===== src/rtl/miriscv_lsu_pkg.sv =====
// Shared constants and types for the load/store unit.
// MIRISCV_LSU_RMW_EN selects read-modify-write sub-word stores (adds the WR state).
package miriscv_lsu_pkg;

    // funct3 access-size encodings
    localparam logic [2:0] SizeB  = 3'b000;
    localparam logic [2:0] SizeH  = 3'b001;
    localparam logic [2:0] SizeW  = 3'b010;
    localparam logic [2:0] SizeBu = 3'b100;
    localparam logic [2:0] SizeHu = 3'b101;

    // Byte-lane masks before shifting to the addressed lane
    localparam logic [3:0] MaskB = 4'b0001;
    localparam logic [3:0] MaskH = 4'b0011;
    localparam logic [3:0] MaskW = 4'b1111;

`ifdef MIRISCV_LSU_RMW_EN
    typedef enum logic [1:0] {
        StIdle = 2'd0,
        StWr   = 2'd1,
        StDone = 2'd2
    } lsu_state_e;
`else
    typedef enum logic [1:0] {
        StIdle = 2'd0,
        StDone = 2'd2
    } lsu_state_e;
`endif

endpackage


===== src/rtl/miriscv_lsu_align.sv =====
// Combinational lane logic: load extract/extend and store merge (MIRISCV_LSU_RMW_EN)
// or store replicate plus lane mask (default).
module miriscv_lsu_align
    import miriscv_lsu_pkg::*;
(
    input  logic [2:0]  ld_size,
    input  logic [1:0]  ld_lane,
    input  logic [31:0] ld_word,
    output logic [31:0] ld_data,
    input  logic [1:0]  st_size,
    input  logic [1:0]  st_lane,
    input  logic [31:0] st_data,
`ifdef MIRISCV_LSU_RMW_EN
    input  logic [31:0] st_base,
    output logic [31:0] st_word
`else
    output logic [31:0] st_word,
    output logic [3:0]  st_mask
`endif
);

    logic [31:0] ld_shift;
    logic [31:0] st_repl;
    logic [3:0]  lane_mask;

    // Halfwords are aligned, so shifting by the byte lane also lands them at bit 0
    assign ld_shift = ld_word >> {ld_lane, 3'b000};

    // Extract and extend; funct3[2] selects zero extension
    always_comb begin
        case (ld_size[1:0])
            2'b00:   ld_data = {{24{~ld_size[2] & ld_shift[7]}}, ld_shift[7:0]};
            2'b01:   ld_data = {{16{~ld_size[2] & ld_shift[15]}}, ld_shift[15:0]};
            default: ld_data = ld_word;
        endcase
    end

    // Replicate store data across lanes and build the addressed lane mask
    always_comb begin
        case (st_size)
            2'b00: begin
                st_repl   = {4{st_data[7:0]}};
                lane_mask = MaskB << st_lane;
            end
            2'b01: begin
                st_repl   = {2{st_data[15:0]}};
                lane_mask = MaskH << st_lane;
            end
            default: begin
                st_repl   = st_data;
                lane_mask = MaskW;
            end
        endcase
    end

`ifdef MIRISCV_LSU_RMW_EN
    // Replace only the enabled lanes of the previously read word
    always_comb begin
        st_word = st_base;
        for (int i = 0; i < 4; i++) begin
            if (lane_mask[i]) st_word[8*i +: 8] = st_repl[8*i +: 8];
        end
    end
`else
    assign st_word = st_repl;
    assign st_mask = lane_mask;
`endif

endmodule


===== src/rtl/miriscv_lsu.sv =====
// Load/store unit: core request side to word-wide data memory port.
// MIRISCV_LSU_RMW_EN: sub-word stores read-modify-write via a WR state, full-word strobes.
// Default: sub-word stores write once in IDLE using byte-lane enables.
module miriscv_lsu
    import miriscv_lsu_pkg::*;
#(
    parameter int unsigned ADDR_W = 32,
    parameter int unsigned MEM_AW = 6
) (
    input  logic              clk_i,
    input  logic              rst_ni,
    input  logic              lsu_req_i,
    input  logic              lsu_we_i,
    input  logic [2:0]        lsu_size_i,
    input  logic [ADDR_W-1:0] lsu_addr_i,
    input  logic [31:0]       lsu_data_i,
    output logic [31:0]       lsu_data_o,
    output logic              lsu_stall_o,
    output logic              lsu_err_o,
    output logic [ADDR_W-1:0] mem_addr_o,
    output logic [31:0]       mem_wd_o,
    output logic              mem_we_o,
    output logic [3:0]        mem_be_o,
    input  logic [31:0]       mem_rd_i
);

    lsu_state_e        state_q, state_d;
    logic [31:0]       data_q, data_d;
    logic              err_q, err_d;
    logic              mem_we;
    logic [31:0]       mem_wd;
    logic [3:0]        mem_be;
    logic [ADDR_W-1:0] addr_sel;
    logic [MEM_AW-1:0] word_idx;
    logic [31:0]       ld_data;
    logic [31:0]       st_word;
    logic              size_ok, align_ok, legal;

`ifdef MIRISCV_LSU_RMW_EN
    logic              latch_en;
    logic [ADDR_W-1:0] addr_q;
    logic [1:0]        size_q;
    logic [31:0]       wdata_q;
    logic [31:0]       rdata_q;

    assign addr_sel = (state_q == StWr) ? addr_q : lsu_addr_i;
`else
    logic [3:0]        st_mask;

    assign addr_sel = lsu_addr_i;
`endif

    // Word index is what the memory decodes; upper bits pass through unchanged
    assign word_idx   = addr_sel[MEM_AW+1:2];
    assign mem_addr_o = {addr_sel[ADDR_W-1:MEM_AW+2], word_idx, 2'b00};

    // Size/alignment legality; stores have no unsigned variants
    always_comb begin
        size_ok  = 1'b1;
        align_ok = 1'b1;
        case (lsu_size_i)
            SizeB, SizeBu: align_ok = 1'b1;
            SizeH, SizeHu: align_ok = ~lsu_addr_i[0];
            SizeW:         align_ok = (lsu_addr_i[1:0] == 2'b00);
            default:       size_ok  = 1'b0;
        endcase
    end

    assign legal = size_ok && align_ok && !(lsu_we_i && lsu_size_i[2]);

    miriscv_lsu_align u_align (
        .ld_size (lsu_size_i),
        .ld_lane (addr_sel[1:0]),
        .ld_word (mem_rd_i),
        .ld_data (ld_data),
`ifdef MIRISCV_LSU_RMW_EN
        .st_size (size_q),
        .st_lane (addr_sel[1:0]),
        .st_data (wdata_q),
        .st_base (rdata_q),
        .st_word (st_word)
`else
        .st_size (lsu_size_i[1:0]),
        .st_lane (addr_sel[1:0]),
        .st_data (lsu_data_i),
        .st_word (st_word),
        .st_mask (st_mask)
`endif
    );

    // Next-state and memory-port decode
    always_comb begin
        state_d = state_q;
        data_d  = data_q;
        err_d   = 1'b0;
        mem_we  = 1'b0;
        mem_wd  = '0;
        mem_be  = '0;
`ifdef MIRISCV_LSU_RMW_EN
        latch_en = 1'b0;
`endif
        unique case (state_q)
            StIdle: begin
                if (lsu_req_i) begin
                    state_d = StDone;
                    if (!legal) begin
                        err_d = 1'b1;
                    end else if (!lsu_we_i) begin
                        data_d = ld_data;
                    end else if (lsu_size_i == SizeW) begin
                        mem_we = 1'b1;
                        mem_wd = lsu_data_i;
                        mem_be = MaskW;
                    end else begin
`ifdef MIRISCV_LSU_RMW_EN
                        latch_en = 1'b1;
                        state_d  = StWr;
`else
                        mem_we = 1'b1;
                        mem_wd = st_word;
                        mem_be = st_mask;
`endif
                    end
                end
            end
`ifdef MIRISCV_LSU_RMW_EN
            StWr: begin
                mem_we  = 1'b1;
                mem_wd  = st_word;
                mem_be  = MaskW;
                state_d = StDone;
            end
`endif
            StDone:  state_d = StIdle;
            default: state_d = StIdle;
        endcase
    end

    // State, load result and error pulse registers
    always_ff @(posedge clk_i or negedge rst_ni) begin
        if (!rst_ni) begin
            state_q <= StIdle;
            data_q  <= '0;
            err_q   <= 1'b0;
        end else begin
            state_q <= state_d;
            data_q  <= data_d;
            err_q   <= err_d;
        end
    end

`ifdef MIRISCV_LSU_RMW_EN
    // Capture the access and the current memory word for the write phase
    always_ff @(posedge clk_i or negedge rst_ni) begin
        if (!rst_ni) begin
            addr_q  <= '0;
            size_q  <= '0;
            wdata_q <= '0;
            rdata_q <= '0;
        end else if (latch_en) begin
            addr_q  <= lsu_addr_i;
            size_q  <= lsu_size_i[1:0];
            wdata_q <= lsu_data_i;
            rdata_q <= mem_rd_i;
        end
    end
`endif

    // Reset silences the write port even while the core still holds a request
    assign mem_we_o    = mem_we & rst_ni;
    assign mem_wd_o    = rst_ni ? mem_wd : '0;
    assign mem_be_o    = rst_ni ? mem_be : '0;
    assign lsu_data_o  = data_q;
    assign lsu_err_o   = err_q;
    assign lsu_stall_o = lsu_req_i && (state_q != StDone);

endmodule

===== config.mk =====
export PLATFORM = sky130hd
export DESIGN_NAME = miriscv_lsu
export DESIGN_NICKNAME = d
export VERILOG_FILES = /design/src/rtl/miriscv_lsu_pkg.sv /design/src/rtl/miriscv_lsu_align.sv /design/src/rtl/miriscv_lsu.sv
export SDC_FILE = /design/constraint.sdc
export NUM_CORES = 1
export LEC_CHECK = 0
export BUFFER_PORTS_ARGS = -buffer_cell sky130_fd_sc_hd__clkbuf_2
export CAP_MARGIN = 10
export CORE_ASPECT_RATIO = 1.5
export CORE_MARGIN = 2
export CORE_UTILIZATION = 40
export CTS_CLUSTER_SIZE = 25
export DETAILED_ROUTE_END_ITERATION = 8
export PLACE_DENSITY = 0.79
export SYNTH_ARGS = -nofsm -noshare
export SYNTH_HDL_FRONTEND = slang
export SYNTH_SLANG_ARGS = --single-unit

===== constraint.sdc =====
create_clock -name clk_i -period 2.8 [get_ports clk_i]
set_input_delay 0.84 -clock clk_i [delete_from_list [all_inputs] [get_ports clk_i]]
set_output_delay 0.84 -clock clk_i [all_outputs]
set_load 0.01 [all_outputs]

Yosys cells after proc, flatten, opt, wreduce, memory -nomap -nowiden
Index checks and enable logic that the tools add are counted.
{"block": "word_totals", "mem_count": 0, "rom_bits": 0, "inputBits": 103, "ramBits": 0, "latchBits": 0, "register_bits": 35}
{"block": "op_classes", "n_lt_le_gt_ge": 0, "eq_ne": 7, "n_mul": 0, "n_addsub": 0, "shift": 3, "muxes": 26, "reduce_logical": 12, "n_bitwise": 6, "n_div": 0}
{"cell": "$mux 32", "count": 6}
{"cell": "$pmux 32 s2", "count": 2}
{"cell": "$shr 32x5->16", "count": 1}
{"cell": "$mux 4", "count": 6}
{"cell": "$mux 1", "count": 8}
{"cell": "$pmux 4 s2", "count": 1}
{"cell": "$eq 3x3->1 const B", "count": 2}
{"cell": "$logic_not 2->1", "count": 3}
{"cell": "$reduce_or 5->1", "count": 1}
{"cell": "$logic_and 1x1->1", "count": 4}
{"cell": "$mux 2", "count": 2}
{"cell": "$ne 2x2->1 const B", "count": 2}
{"cell": "$reduce_and 4->1", "count": 1}
{"cell": "$shl 1x2->4 const A", "count": 1}
{"cell": "$shl 2x2->4 const A", "count": 1}
{"cell": "$and 1x1->1", "count": 3}
{"cell": "$eq 3x1->1 const B", "count": 1}
{"cell": "$eq 3x2->1 const B", "count": 1}
{"cell": "$logic_not 3->1", "count": 1}
{"cell": "$not 1->1", "count": 3}
{"cell": "$eq 2x1->1 const B", "count": 1}
{"cell": "$pmux 1 s2", "count": 1}
{"cell": "$reduce_or 2->1", "count": 1}
{"cell": "$logic_not 1->1", "count": 1}

Depth between registers and ports, before layout
Gate-level depths: netlist of the first run.
{"block": "logic_depth", "ltp_word": 9, "ltp_mapped": 7, "mapped_depth_nobuf": 5}

By module
A second synthesis of the first run with hierarchy kept.
{"block": "hier_totals", "hier_cells": 402, "hier_area_um2": 3402.0}
{"mod": "miriscv_lsu", "area_each_um2": 2207.1, "instances": 1, "seq_area_each_um2": 850.8, "cells_per_inst": 227}
{"mod": "miriscv_lsu_align", "area_each_um2": 1194.9, "instances": 1, "seq_area_each_um2": 0.0, "cells_per_inst": 175}

Worst setup path after synthesis of the first run
Ideal clock, no wire load.
{"block": "synth_timing", "kind": "input to output", "startpoint": "input port lsu_addr_i[1]", "endpoint": "output port mem_be_o[1]", "cell_stages": 7, "t_arrival_ns": 2.012, "slack_ns": -0.052, "cell_sequence": "buf_6 nor4_4 a21o_1 nand4_1 buf_2 buf_6 a21oi_1"}
{"block": "synth_between", "elab_chain_cells": 8, "word_cells_on_any_way": 13, "cone_classes": "shift: 2; mux: 8; reduce/logical: 3"}
{"element": "from (decl)", "line": "miriscv_lsu.sv:15", "rtl": "input logic [ADDR_W-1:0] lsu_addr_i,"}
{"element": "$shl 2x2->4, or another cell as far along", "line": "miriscv_lsu_align.sv:47", "rtl": "lane_mask = MaskH << st_lane;"}
{"element": "$pmux 4 s2 / $pmux 1 s2 (equally long branches)", "line": "miriscv_lsu_align.sv:40, miriscv_lsu.sv:61"}
{"element": "$mux 4 / $logic_and 1x1->1 (equally long branches)", "line": "miriscv_lsu.sv:110, miriscv_lsu.sv:69"}
{"element": "$mux 4 / $logic_and 1x1->1 (equally long branches)", "line": "miriscv_lsu.sv:108, miriscv_lsu.sv:69"}
{"element": "$mux 4 *", "line": "miriscv_lsu.sv:106", "rtl": "if (!legal) begin"}
{"element": "$mux 4 *", "line": "miriscv_lsu.sv:104", "rtl": "if (lsu_req_i) begin"}
{"element": "$mux 4 *", "line": "miriscv_lsu.sv:102", "rtl": "unique case (state_q)"}
{"element": "$mux 4 *", "line": "miriscv_lsu.sv:172", "rtl": "assign mem_be_o = rst_ni ? mem_be : '0;"}
{"element": "to (decl)", "line": "miriscv_lsu.sv:23", "rtl": "output logic [3:0] mem_be_o,"}
Every way passes the cells marked *; elsewhere a longest branch is shown, timed or not.

Final worst setup path of the first run
{"block": "layout_timing", "startpoint": "input port lsu_size_i[2]", "endpoint": "output port mem_wd_o[8]"}
{"block": "layout_between", "elab_chain_cells": 9, "word_cells_on_any_way": 19, "cone_classes": "eq/ne: 4; mux: 8; reduce/logical: 7"}
{"element": "from (decl)", "line": "miriscv_lsu.sv:14", "rtl": "input logic [2:0] lsu_size_i,"}
{"element": "$eq 3x1->1, or another cell as far along", "line": "miriscv_lsu.sv:61", "rtl": "case (lsu_size_i)"}
{"element": "$reduce_or 2->1 / $reduce_or 5->1 (equally long branches)"}
{"element": "$pmux 1 s2 / $mux 1 (equally long branches)", "line": "miriscv_lsu.sv:61"}
{"element": "$logic_and 1x1->1 (2 in series)", "line": "miriscv_lsu.sv:69", "rtl": "assign legal = size_ok && align_ok && !(lsu_we_i && lsu_size_i[2]);"}
{"element": "$mux 32 *", "line": "miriscv_lsu.sv:106"}
{"element": "$mux 32 *", "line": "miriscv_lsu.sv:104"}
{"element": "$mux 32 *", "line": "miriscv_lsu.sv:102"}
{"element": "$mux 32 *", "line": "miriscv_lsu.sv:171", "rtl": "assign mem_wd_o = rst_ni ? mem_wd : '0;"}
{"element": "to (decl)", "line": "miriscv_lsu.sv:21", "rtl": "output logic [31:0] mem_wd_o,"}
Marks and branches as above.

==> metrics.md, run 1 <==
| Metric | Value |
|---|---|
| Synth warnings | `0` |
| MaxCap Viol Count | `0` |
| Worst min-delay path category | `flop to flop` |
| Die Wd | `71.8 microns` |
| Critical Path Max Stage Delay | `between 200 and 300 ps` |
| Vias in the first global route | `~3000` |
| RSZ-0062 raised after global routing | `true` |
| Port Buf Inserts | `around 140` |
| DRT iter0 DRCs | `about 180` |
| CP Cell Sequence | `buf_6 > nor4_4 > a21o_1 > nand4_1 > buf_6 > buf_6 > buf_6 > a21oi_2 > buf_2` |
| First-pass GRT wire length | `14200 microns` |
| Routed Antenna Nets | `0` |
| Yosys top cell area share | `between 30% and 40%` |
| Crit path launch | `lsu_size_i[2]` |
| Startpoint Class | `primary input` |
| Average size of a mapped cell | `approximately 7.8 sq um` |
| H-tree levels | `2` |
| Ys async rst share | `100%` |
| Setup WS pre-CTS | `-166 ps` |
| Clk sinks | `34` |
| Post-synth EDFFs | `0` |
| Slew @ Worst Pin | `~760 ps` |
| HP Start | `state_q[1]$_DFFE_PN0P_` |
| Required time worst endpoint | `1960 ps` |
| Fin crit share | `104%` |
| Final hold vios | `0` |
| Clock root cell | `clkbuf_8` |
| Worst hold slack | `472 ps` |
| Max_slew headroom | `49.6%` |
| Clock tree buffer depth | `2` |
| Status | `complete, but fails checks` |
| Vias per cell | `about 5.3` |
| Rows | `37` |
| Die area | `about 7600 sq um` |
| Slowest-stage cell, CP | `nor4_4` |
| Fin crit period | `~2900 ps` |
| CTS buffer count | `5` |
| Share of cells above drive strength 1 | `46.2%` |
| Leak | `approximately 2.0 nW` |
| Drt wl/cell | `approximately 17 microns` |
| Pre-Repair DR Iteration Count | `4` |
| Setup Viol. Count Final | `35` |
| Seq cells post-synth | `34` |
| Clock transition at the registers of the reported paths | `~70 ps` |
| # nets final | `between 500 and 600` |
| Failing checks | `setup timing` |
| Via Count | `between 2000 and 3000` |
| Total GRT Usage | `between 20% and 30%` |
| Max VDD drop | `243 uV` |
| FMAX | `between 0.3 and 0.4 GHz` |
| Commonest cells post-synth | `50 x nor2_1, 49 x nand2_1, 46 x a21oi_1` |
| Area delta synth->final | `38.2%` |
| Worst R2R Start | `state_q[1]$_DFFE_PN0P_` |
| Cell Count, Final, Fillers Out | `about 560` |
| Routed wire length | `between 9000 and 10000 microns` |
| Setup Crit Path Kind | `primary input to output port` |
| Cells after DPL | `549` |
| # hold bufs at CTS | `0` |
| Final worst slack | `-125 ps` |
| Final instance area | `approximately 3800 sq um` |
| Delay-heaviest family, CP | `buffers and inverters` |
| Worst-path fanout max | `5` |
| Critical Path AT | `roughly 2100 ps` |
| Detailed placement HPWL | `7170 microns` |
| Pin count of the biggest net entering global routing | `35` |
| Synth cell types | `37` |
| Final Max Tran Viols | `0` |
| CP Buf/Inv Count | `5` |
| Initial core utilization | `about two fifths` |
| Final Wtd Congestion | `between 0.8 and 0.9` |
| Core Area | `about 6800 sq um` |
| GRT overflow | `0` |
| Synth area leaders | `dfrtp_1 31%, mux2i_1 11%, buf_4 10%, a21oi_1 8.3%, nor2_1 6.8%` |
| Post-synthesis sequential area ratio | `30.8%` |
| Mapped cell area | `between 2000 and 3000 sq um` |
| DRC violations left | `0` |
| Ant diodes | `0` |
| Total power | `between 1.5 and 2 mW` |
| PwrDens | `442 nW/um^2` |
| Most Frequent Cell on Critical Path | `buf_6` |
| Setup TNS | `-2470 ps` |
| Placed instance area | `approximately 3500 sq um` |
| CP Capture Type | `output port` |
| Most common cell in the synthesized netlist | `nor2_1` |
| Initial antenna violation count | `0` |
| Boundary pin count | `206` |
| Ys flop type | `dfrtp_1` |
| Cell count after synthesis | `roughly 350` |
| Largest area contributor in the netlist | `dfrtp_1` |
| CTS tree | `built` |
| Skew final | `about 5.8 ps` |
| Die span in y | `106 microns` |
| Util after Layout | `between 50% and 60%` |
| Clock Latency Late Sink | `just under 300 ps` |
==> final timing paths <==
check / depth (start not counted) / to / slack, ps
max: 9 / mem_wd_o[8] / -120
min: 1 / state_q[1]$_DFFE_PN0P_ / 470
max reg2reg: 4 / lsu_data_o[19]$_DFFE_PN0P_ / 950
min reg2reg: 1 / state_q[1]$_DFFE_PN0P_ / 470
max in group asynchronous: 2 / lsu_data_o[23]$_DFFE_PN0P_ / 1790
min in group asynchronous: 2 / lsu_data_o[1]$_DFFE_PN0P_ / 680
==> layout make-up <==
| cell class | count | area (sq um) |
|---|---|---|
| well taps | 78 | 97.6 |
| multi-input cells | 261 | 1630 |
| inverters | 2 | 7.51 |
| fillers | 621 | 2940 |
| clock buffers | 6 | 82.6 |
| flip-flops and latches | 34 | 851 |
| repair buffers | 180 | 1130 |
| clock inverters | 2 | 12.5 |
==> per-layer routing <==
layer | part of all wire (%) | vias up | GRT usage [%]
met1 | 34 | 1370 | 23.7
met4 | 5.0 | 0 | 13.5
met2 | 54 | 149 | 45.4
met5 | 0 | - | 0
met3 | 6.8 | 43 | 3.82
li1 | - | 1433 | -
==> cell usage in the layout (no fill, tap or decap), types with 3 or more instances in the layout <==
cell,n
mux2i_1,29
a32o_1,3
buf_4,29
nor2_1,36
nand2b_1,13
and2_1,6
a22o_1,3
o22ai_1,5
nor2_4,7
buf_2,24
a21oi_1,35
a2bb2oi_1,4
a21oi_2,12
buf_6,19
o21ai_0,16
nor2_2,7
nand2_1,49
clkbuf_8,7
nor2b_1,7
dfrtp_1,34
clkbuf_2,105
a22oi_1,5
==> cells by family (layout without fill, tap and decap cells) <==
group	after synthesis	after routing	share of synthesized area (%)
compound gates	94	94	21.5
buf+inv	58	190	14.6
flops	34	34	30.8
mux	29	29	10.5
other cells	1	2	0.136
simple gates	136	136	22.4
==> flip-flops by register name, indices dropped and copies added, names as in the netlist <==
signal,cells
state_q,1
lsu_data_o,32
lsu_err_o,1
==> repair_timing <==
item                                   in CTS  in global routing
pin swaps                                  14                  3
setup endpoints to repair                  35                 37
endpoints found under the hold margin       0                  0
resized for setup                          28                 62
setup buffers                               6                  1
==> report_power, final <==
part	internal, mW	leakage (nW)	switching (mW)	total, mW
logic	0.276	1.51	0.344	0.620
registers	0.611	0.402	0.0712	0.682
clock network	0.198	0.0472	0.186	0.384
Note: power is estimated with default switching activity, not from simulation.
==> run 2: changes to the inputs <==
==> constraint.sdc (replaced) <==
create_clock -name clk_i -period 3.74 [get_ports clk_i]
set_input_delay 1.122 -clock clk_i [delete_from_list [all_inputs] [get_ports clk_i]]
set_output_delay 1.122 -clock clk_i [all_outputs]
set_load 0.01 [all_outputs]
==> run 2 against run 1 <==
  * The run now ends clean
  * Sequential share of layout area increased by 2.9 points
  * Clock power decreased by 24%
  * Final area decreased by 12%
  * Clock skew decreased by 2.6 ps
  * Combinational power decreased by 31%
  * Flip-flop and latch count unchanged
  * Highest routed layer unchanged
  * Global-route usage decreased by 0.80 points
  * Core utilization decreased by 6.5 points
==> metrics.md, run 2 (same netlist as run 1, synthesis figures left out) <==
| Metric | Value |
|---|---|
| Via Count | `2903` |
| Multi-input logic area | `~1500 sq um` |
| Post-CTS Resized | `0` |
| Final hold vios | `0` |
| Clock share of power | `23.6%` |
| Die Wd | `approximately 72 microns` |
| GRT overflow | `0` |
| RSZ-0062 raised after global routing | `false` |
| Fill cells | `647` |
| CTS buffer count | `5` |
| Status | `complete, no violations` |
| Share of cells above drive strength 1 | `37.3%` |
| Core Area | `roughly 6800 sq um` |
| Sw Ratio | `about 36%` |
| Fin crit period | `approximately 3600 ps` |
| Cell Count, Final, Fillers Out | `around 540` |
| Pin count of the biggest net entering global routing | `36` |
| Rows | `37` |
| MaxCap Viol Count | `0` |
| Routed Antenna Nets | `0` |
| Area delta synth->final | `22.2%` |
| First-pass GRT wire length | `between 10000 and 15000 microns` |
| Clock Latency Late Sink | `290 ps` |
| Drt wl/cell | `about 17 microns` |
| Fin crit share | `a little over nine tenths` |
| CP Buf/Inv Count | `3` |
| # hold bufs at CTS | `0` |
| Critical Path AT | `2480 ps` |
| Port Buf Inserts | `143` |
| Boundary pin count | `just over 200` |
| Total GRT Usage | `between 20 and 25%` |
| Delay-heaviest family, CP | `simple AND/OR/NAND/NOR gates` |
| Skew final | `approximately 3.2 ps` |
| Setup Viol. Count Final | `0` |
| Startpoint Class | `primary input` |
| CP Capture Type | `output port` |
| Worst-path fanout max | `11` |
| Max reg flops | `32` |
| Pre-Repair DR Iteration Count | `4` |
| Register share of total power | `41.4%` |
| DRC violations left | `0` |
| CP Cell Sequence | `clkbuf_2 > buf_4 > nor2_1 > nand2_1 > a21oi_1 > clkbuf_2` |
| CTS tree | `built` |
| FMAX | `~0.28 GHz` |
| Worst min-delay path category | `flop to flop` |
| Slew @ Worst Pin | `about 700 ps` |
| DRT iter0 DRCs | `186` |
| Clock transition at the registers of the reported paths | `70 ps` |
| Clock root cell | `clkbuf_8` |
| Int Power | `0.790 mW` |
| Placed instance area | `3280 sq um` |
| Post-CTS Setup Bufs | `0` |
| Leak | `approximately 1.8 nW` |
| Required time worst endpoint | `2620 ps` |
| PwrDens | `around 360 nW/um^2` |
| Initial core utilization | `roughly two fifths` |
| Slowest-stage cell, CP | `nor2_1` |
| Commonest non-fill, non-tap cell in the layout | `clkbuf_2` |
| Most frequent cells in the layout | `143 x clkbuf_2, 50 x nor2_1, 49 x nand2_1, 46 x a21oi_1, 34 x dfrtp_1` |
| Ant diodes | `0` |
| Die area | `7600 sq um` |
| # nets final | `563` |
| Register area | `between 800 and 900 sq um` |
| Initial antenna violation count | `0` |
| Final instance area | `between 3000 and 4000 sq um` |
| Max_slew headroom | `a little over half` |
| Detailed placement HPWL | `between 7000 and 8000 microns` |
| Vias in the first global route | `between 2000 and 3000` |
| H-tree levels | `2` |
| Most Frequent Cell on Critical Path | `clkbuf_2` |
| Cells after DPL | `about 530` |
| Max VDD drop | `approximately 160 uV` |
| Final Wtd Congestion | `~0.89` |
| Vias per cell | `between 5 and 6` |
| Clk sinks | `34` |
| Setup TNS | `0 ps` |
| Routed wire length | `8900 microns` |
| Critical Path Max Stage Delay | `approximately 530 ps` |
| Clock tree buffer depth | `2` |
| Die span in y | `106 microns` |
| Combinational power share | `around a third` |
| Setup Crit Path Kind | `primary input to output port` |
| NetSw | `0.440 mW` |
| Final Max Tran Viols | `0` |
run 2: through the flow:
stage                     worst slack (ps)  utilization (%)  hold WS, ps  power, mW
after floorplan                        324                -          426      0.775
after global placement                77.6             48.5          458      0.938
after detailed placement              98.8             48.5          475      0.950
after CTS                             92.7             49.9          486       1.24
after global routing                  16.1             49.9          495       1.31
final                                  137             49.9          479       1.23
run 2: final timing paths:
kind,from,end,slack [ps],cells past startpoint
min in group asynchronous,rst_ni,lsu_data_o[2]$_DFFE_PN0P_,970,2
max in group asynchronous,rst_ni,lsu_data_o[7]$_DFFE_PN0P_,2460,2
min,state_q[1]$_DFFE_PN0P_,state_q[1]$_DFFE_PN0P_,480,1
max reg2reg,state_q[1]$_DFFE_PN0P_,lsu_data_o[24]$_DFFE_PN0P_,1900,4
min reg2reg,state_q[1]$_DFFE_PN0P_,state_q[1]$_DFFE_PN0P_,480,1
max,lsu_size_i[0],mem_wd_o[15],140,6
run 2: routing by layer:
metal / GRT usage [%] / part of all wire [%] / vias up
li1: - / - / 1384
met1: 24.7 / 36 / 1337
met2: 42.3 / 52 / 147
met3: 3.15 / 6.9 / 35
met4: 12.8 / 4.3 / 0
met5: 0 / 0 / -
run 2: cell type report:
type	count	area share [%]
sequential	34	25.2
multi-input combinational	261	44.8
clock inverter	2	0.371
timing repair buffer	156	24.1
tap	78	2.89
clock buffer	6	2.45
inverter	2	0.222
run 2: power groups by stage:
stage               registers [mW]  logic [mW]  clock network [mW]
CTS                          0.509       0.435               0.299
global route                 0.517       0.474               0.317
detailed placement           0.517       0.433                   0
global placement             0.513       0.425                   0
finish                       0.509       0.430               0.291
floorplan                    0.553       0.223                   0
